--- src/rtl/shader_pkg.sv ---
// Shared definitions for the shader SPI loader: command bytes, FSM states, word width.
package shader_pkg;

    localparam int DATA_WIDTH = 8;

    localparam logic [7:0] CMD_WRITE_MEM = 8'h00;
    localparam logic [7:0] CMD_READ_MEM  = 8'h01;

    typedef enum logic [2:0] {
        IDLE,
        CMD,
        WRITE,
        READ,
        DRAIN
    } state_t;

endpackage

--- src/rtl/spi_sync_edge.sv ---
// Brings the SPI pins into the clk domain and produces one-cycle edge pulses
// for sclk (rise/fall) and cs (fall = frame start, rise = frame end).
module spi_sync_edge (
    input  logic clk,
    input  logic rst,
    input  logic sclk,
    input  logic cs,
    input  logic mosi,
    output logic sclk_rise,
    output logic sclk_fall,
    output logic cs_rise,
    output logic cs_fall,
    output logic mosi_sync
);

    // [0] first flop, [1] synchronized level, [2] one cycle older for edge detect
    logic [2:0] sclk_sr;
    logic [2:0] cs_sr;
    logic [1:0] mosi_sr;

    always_ff @(posedge clk or posedge rst) begin
        if (rst) begin
            sclk_sr <= 3'b000;
            cs_sr   <= 3'b111;
            mosi_sr <= 2'b00;
        end else begin
            sclk_sr <= {sclk_sr[1:0], sclk};
            cs_sr   <= {cs_sr[1:0], cs};
            mosi_sr <= {mosi_sr[0], mosi};
        end
    end

    assign sclk_rise = sclk_sr[1] & ~sclk_sr[2];
    assign sclk_fall = ~sclk_sr[1] & sclk_sr[2];
    assign cs_rise   = cs_sr[1] & ~cs_sr[2];
    assign cs_fall   = ~cs_sr[1] & cs_sr[2];
    assign mosi_sync = mosi_sr[1];

endmodule

--- src/rtl/shader_spi_loader.sv ---
// SPI mode-0 slave that streams a shader program into instruction memory.
// Define SPI_READBACK_EN to add command 0x01, which streams memory back on MISO.
module shader_spi_loader #(
    parameter int MEM_DEPTH  = 16,
    parameter int DATA_WIDTH = shader_pkg::DATA_WIDTH,
    parameter int ADDR_WIDTH = $clog2(MEM_DEPTH)
) (
    input  logic                  clk,
    input  logic                  rst,
    input  logic                  spi_sclk,
    input  logic                  spi_cs,
    input  logic                  spi_mosi,
    output logic                  spi_miso,
    output logic [ADDR_WIDTH-1:0] mem_addr,
    output logic [DATA_WIDTH-1:0] mem_wdata,
    output logic                  mem_we,
    input  logic [DATA_WIDTH-1:0] mem_rdata,
    output logic                  busy
);

    import shader_pkg::*;

    localparam int BCW = $clog2(DATA_WIDTH);
    localparam logic [BCW-1:0]        LAST_BIT  = BCW'(DATA_WIDTH - 1);
    localparam logic [ADDR_WIDTH-1:0] LAST_ADDR = ADDR_WIDTH'(MEM_DEPTH - 1);

    state_t                state_q, state_d;
    logic                  sclk_rise, sclk_fall, cs_rise, cs_fall, mosi_sync;
    logic [BCW-1:0]        bit_cnt;
    logic [DATA_WIDTH-2:0] shift_q;
    logic [DATA_WIDTH-1:0] byte_val;
    logic                  byte_done;
    logic                  rd_adv;
    logic [ADDR_WIDTH-1:0] addr_inc;

    spi_sync_edge u_sync (
        .clk       (clk),
        .rst       (rst),
        .sclk      (spi_sclk),
        .cs        (spi_cs),
        .mosi      (spi_mosi),
        .sclk_rise (sclk_rise),
        .sclk_fall (sclk_fall),
        .cs_rise   (cs_rise),
        .cs_fall   (cs_fall),
        .mosi_sync (mosi_sync)
    );

    // byte_val is the full byte as it stands after the current rising edge
    assign byte_val  = {shift_q, mosi_sync};
    assign byte_done = sclk_rise && (bit_cnt == LAST_BIT);
    assign addr_inc  = (mem_addr == LAST_ADDR) ? '0 : mem_addr + ADDR_WIDTH'(1);
    assign busy      = (state_q == WRITE);

    always_ff @(posedge clk or posedge rst) begin
        if (rst) state_q <= IDLE;
        else     state_q <= state_d;
    end

    always_comb begin
        state_d = state_q;
        if (cs_rise) begin
            state_d = IDLE;
        end else begin
            case (state_q)
                IDLE: if (cs_fall) state_d = CMD;
                CMD: begin
                    if (byte_done) begin
                        if (byte_val == DATA_WIDTH'(CMD_WRITE_MEM))
                            state_d = WRITE;
`ifdef SPI_READBACK_EN
                        else if (byte_val == DATA_WIDTH'(CMD_READ_MEM))
                            state_d = READ;
`endif
                        else
                            state_d = DRAIN;
                    end
                end
                default: ;
            endcase
        end
    end

    always_ff @(posedge clk or posedge rst) begin
        if (rst) begin
            bit_cnt   <= '0;
            shift_q   <= '0;
            mem_we    <= 1'b0;
            mem_wdata <= '0;
            mem_addr  <= '0;
        end else begin
            mem_we <= 1'b0;
            if (state_q == IDLE && cs_fall) begin
                bit_cnt <= '0;
                shift_q <= '0;
            end else if (sclk_rise && !cs_rise && (state_q == CMD || state_q == WRITE)) begin
                shift_q <= byte_val[DATA_WIDTH-2:0];
                bit_cnt <= byte_done ? '0 : bit_cnt + BCW'(1);
            end

            // cs_rise on the same cycle means the frame ended; the byte is dropped
            if (state_q == WRITE && byte_done && !cs_rise) begin
                mem_we    <= 1'b1;
                mem_wdata <= byte_val;
            end

            if (state_q == CMD && (state_d == WRITE || state_d == READ))
                mem_addr <= '0;
            else if (mem_we || rd_adv)
                mem_addr <= addr_inc;
        end
    end

`ifdef SPI_READBACK_EN
    logic [DATA_WIDTH-1:0] out_sr;
    logic [BCW-1:0]        rd_cnt;
    logic                  rd_first, rd_load;

    // The falling edge that closes the command byte must not shift out the
    // first data bit, so rd_first swallows it.
    assign rd_adv = (state_q == READ) && sclk_fall && !rd_load && !rd_first
                    && (rd_cnt == LAST_BIT);

    always_ff @(posedge clk or posedge rst) begin
        if (rst) begin
            out_sr   <= '0;
            rd_cnt   <= '0;
            rd_first <= 1'b0;
            rd_load  <= 1'b0;
        end else begin
            rd_load <= 1'b0;
            if (state_q == CMD && state_d == READ) begin
                rd_load  <= 1'b1;
                rd_first <= 1'b1;
                rd_cnt   <= '0;
            end else if (rd_load) begin
                out_sr <= mem_rdata;
            end else if (state_q == READ && sclk_fall) begin
                if (rd_first) begin
                    rd_first <= 1'b0;
                end else if (rd_cnt == LAST_BIT) begin
                    rd_cnt  <= '0;
                    rd_load <= 1'b1;
                end else begin
                    rd_cnt <= rd_cnt + BCW'(1);
                    out_sr <= {out_sr[DATA_WIDTH-2:0], 1'b0};
                end
            end
        end
    end

    assign spi_miso = (state_q == READ) && out_sr[DATA_WIDTH-1];
`else
    logic unused_rdata;

    assign unused_rdata = ^mem_rdata;
    assign rd_adv       = 1'b0;
    assign spi_miso     = 1'b0;
`endif

endmodule

--- config.mk ---
export PLATFORM = sky130hd
export DESIGN_NAME = shader_spi_loader
export DESIGN_NICKNAME = d
export VERILOG_FILES = /design/src/rtl/shader_pkg.sv /design/src/rtl/spi_sync_edge.sv /design/src/rtl/shader_spi_loader.sv
export SDC_FILE = /design/constraint.sdc
export NUM_CORES = 1
export LEC_CHECK = 0
export ABC_AREA = 0
export CORE_UTILIZATION = 53
export CTS_CLUSTER_SIZE = 16
export DETAILED_ROUTE_END_ITERATION = 6
export PLACE_DENSITY = 0.89
export SLEW_MARGIN = 0
export SYNTH_ARGS = -nofsm -noshare
export SYNTH_HDL_FRONTEND = slang
export SYNTH_SLANG_ARGS = --single-unit
--- constraint.sdc ---
create_clock -name clk -period 3.2 [get_ports clk]
set_input_delay 0.64 -clock clk [delete_from_list [all_inputs] [get_ports clk]]
set_output_delay 0.64 -clock clk [all_outputs]
set_load 0.02 [all_outputs]
==> run metrics <==
measured slew at the worst slew-check pin slightly above 800 ps; io pins 28; Initial Util 0.5737; antenna violations before repair 0; I/O Buffers 18; Overflow after GRT 0; Leakage 0.8458 nW; Most Crowded Layer GR met2; Final Setup Violations 0; Reg2Reg Setup Slack 1270 ps; placed cells 158; R2R cell count 3; Inserted Clock Buffers 5; max cap viols 0; worst vdd ir about 0.38 mV; Via Count 972; Total GRT Usage 0.2236; Setup Crit Path Kind flop to output port; share of cells above drive strength 1 0.1691; Final Cycle Share 0.7574; Total Wirelength about 2700 µm; crit path from state_q[1]; hold_buf cts 0; Worst path depth 2; Crit. End Element output port; clk buf depth 2; # diodes 0; status complete, no violations; power per cell area approximately 450 nW/µm²; pin count of the biggest net entering global routing 24; Rows 18; routing usage on met2 0.3943; Bufs and invs on worst path 1; clk_skew a little over 3 ps; Worst setup SP type flop; hpwl dp a little under 2000 µm; worst r2r src u_sync.cs_sr[2]; post-route ant nets 0; vias per cell about 6; chip width approximately 54 µm; Remaining DRCs 0; Net Count, Synth ~130; gpl congestion between 0.7 and 0.8; Synthesis Warnings 0; RR Endpoint shift_q[2]; post-CTS resize count 0; fmax roughly 410 MHz; largest delay contributor family on the critical path buffers and inverters; Sink Count 34; first-pass GRT wire length roughly 4400 µm; met1 usage 0.2339; hold crit path type flop to flop; crit path max-delay cell type clkdlybuf4s50_1; Mapped Area between 1000 and 1500 µm²; CP Data Arrival Time about 1800 ps; Die Ht approximately 54 µm; Avg Cell Area, Syn approximately 13 µm²; TritonCTS clock tree done; relative slew slack 0.4491; drt pass-1 iters 5; CP Max Fanout 7; number of synthesized register bits 34; crit path to busy; Seq/Total Area, Yosys 0.5853; Reg clk slew, reported paths 90 ps; Routed WL per cell between 15 and 20 µm; critical path, cell by cell nor3b_4 > clkdlybuf4s50_1; Slew Viols, Final 0; Post CTS Setup Buffer Count 0; htree depth 2; min Tclk post-route approximately 2400 ps; Setup TNS 0 ps; met3 usage 0.08333; post-synth cell types 36; root buf cell clkbuf_4; net total in the final layout around 150; vias in the first global route 980; clock latency on the worst-skew pair 340 ps; area grow syn2layout 17.91%; Required @ worst endpoint 2560 ps; Non-Filler Instances around 170; die area approximately 3000 µm²; RSZ-0062 raised after global routing false; CORE AREA ~2500 µm²; Iter 0 DRT Violations 4; Post-Synthesis Cells about 110; Fin. Hold Viols 0; Worst path max stage delay ~640 ps
cell families after synthesis:
logic type,count (synthesis),share of synthesized area
DFF,34,0.5853
and+or+nand+nor,25,0.1217
AOI/OAI and AO/OA,20,0.08398
muxes,19,0.1371
buffers and inverters,9,0.03170
adders and majority gates,3,0.02571
xor gates and xnor gates,2,0.01200
other,1,0.002568
per-layer routing:
metal / routed length (µm) / vias to the layer above / share of wire
met5: 0 / - / 0
met4: 63 / 0 / 0.024
met1: 1016 / 487 / 0.38
met3: 146 / 8 / 0.055
li1: - / 447 / -
met2: 1450 / 30 / 0.54
how the worst min path moves through the flow:
| stage | from | to | slack [ps] | depth (start not counted) |
|---|---|---|---|---|
| 2_1_floorplan | u_sync.mosi_sr[0] | u_sync.mosi_sr[1] | 330 | 0 |
| 3_3_place_gp | u_sync.sclk_sr[0] | u_sync.sclk_sr[1] | 330 | 0 |
| 3_5_place_dp | u_sync.sclk_sr[0] | u_sync.sclk_sr[1] | 340 | 0 |
| 4_1_cts | u_sync.sclk_sr[0] | u_sync.sclk_sr[1] | 360 | 0 |
| 5_1_grt | u_sync.sclk_sr[0] | u_sync.sclk_sr[1] | 360 | 0 |
| 6_report | u_sync.sclk_sr[0] | u_sync.sclk_sr[1] | 360 | 0 |
per-stage QoR:
step                setup WS (ps)  power (mW)  utilization  hold WS (ps)  instance area [µm²]
finish                      776.3      0.7720       0.6765         356.9                 1722
global route                717.8      0.8066       0.6765         360.3                 1722
CTS                         774.8      0.7851       0.6765         357.6                 1722
detailed placement           1168      0.5376       0.6529         335.5                 1662
global placement             1205      0.5301       0.6529         334.2                 1662
floorplan                    1744      0.5187            -         331.2                 1460
sequential cells by signal, summed over array words and instances (netlist names):
register,count
bit_cnt,3
mem_addr,4
mem_wdata,8
shift_q,7
mem_we,1
u_sync.mosi_sr,2
state_q,3
u_sync.cs_sr,3
u_sync.sclk_sr,3
area by class of cell:
| cell class | count | area [µm²] |
|---|---|---|
| timing repair buffer | 20 | 195.2 |
| sequential | 34 | 854.6 |
| tap | 30 | 37.54 |
| fill | 204 | 823.3 |
| multi-input combinational | 70 | 559.3 |
| clock inverter | 1 | 5.005 |
| clock buffer | 7 | 55.05 |
| inverter | 4 | 15.01 |
synthesized netlist by cell type, drive strengths merged:
| cell type | instances | area share |
|---|---|---|
| nor3b | 1 | 0.013 |
| buf | 4 | 0.019 |
| nand2 | 6 | 0.015 |
| ha | 3 | 0.026 |
| dfstp | 3 | 0.054 |
| nor2b | 1 | 0.0043 |
| a31oi | 2 | 0.0086 |
| conb | 1 | 0.0026 |
| xor2 | 2 | 0.012 |
| mux2 | 8 | 0.062 |
| o21a | 1 | 0.0051 |
| or3 | 1 | 0.0043 |
| nand4 | 2 | 0.019 |
| o31ai | 1 | 0.0051 |
| nand4b | 1 | 0.0060 |
| inv | 4 | 0.010 |
| clkbuf | 1 | 0.0026 |
| or4b | 1 | 0.0094 |
| and4 | 1 | 0.0060 |
| o41ai | 1 | 0.0060 |
| or4 | 2 | 0.010 |
| nand2b | 3 | 0.013 |
| nand3 | 1 | 0.0034 |
| nand3b | 2 | 0.010 |
| nor2 | 3 | 0.0077 |
| a21oi | 1 | 0.0034 |
| mux2i | 11 | 0.075 |
| o31a | 1 | 0.0060 |
| o21ai | 11 | 0.038 |
| a32oi | 2 | 0.012 |
| dfrtp | 31 | 0.53 |
worst register-to-register path: cells and delay by family (launching register included):
kind | cells | cell delay (ps)
DFF | 1 | 530
and+or+nand+nor | 2 | 940
muxes | 1 | 370
power by group:
part	internal (mW)	leakage (nW)	total [mW]	switching, mW
logic	0.0280	0.361	0.0655	0.0375
clock network	0.106	0.0353	0.243	0.137
registers	0.448	0.450	0.463	0.0153
total	0.582	0.846	0.772	0.190
cells in the final DEF (no fill, tap or decap), drive strengths merged:
master | Yosys | final
or4 | 2 | 2
o31ai | 1 | 1
or3 | 1 | 1
nor2 | 3 | 3
clkdlybuf4s50 | 0 | 18
o41ai | 1 | 1
o21a | 1 | 1
buf | 4 | 2
mux2i | 11 | 11
clkinv | 0 | 1
nand4b | 1 | 1
a21oi | 1 | 1
dfrtp | 31 | 31
a32oi | 2 | 2
xor2 | 2 | 2
a31oi | 2 | 2
nand3b | 2 | 2
mux2 | 8 | 8
dfstp | 3 | 3
nand2b | 3 | 3
nor2b | 1 | 1
conb | 1 | 1
or4b | 1 | 1
nand4 | 2 | 2
nand2 | 6 | 6
o21ai | 11 | 11
clkbuf | 1 | 7
nand3 | 1 | 1
nor3b | 1 | 1
and4 | 1 | 1
o31a | 1 | 1
inv | 4 | 4
ha | 3 | 3
No activity file was read; power rests on OpenSTA's default activity.
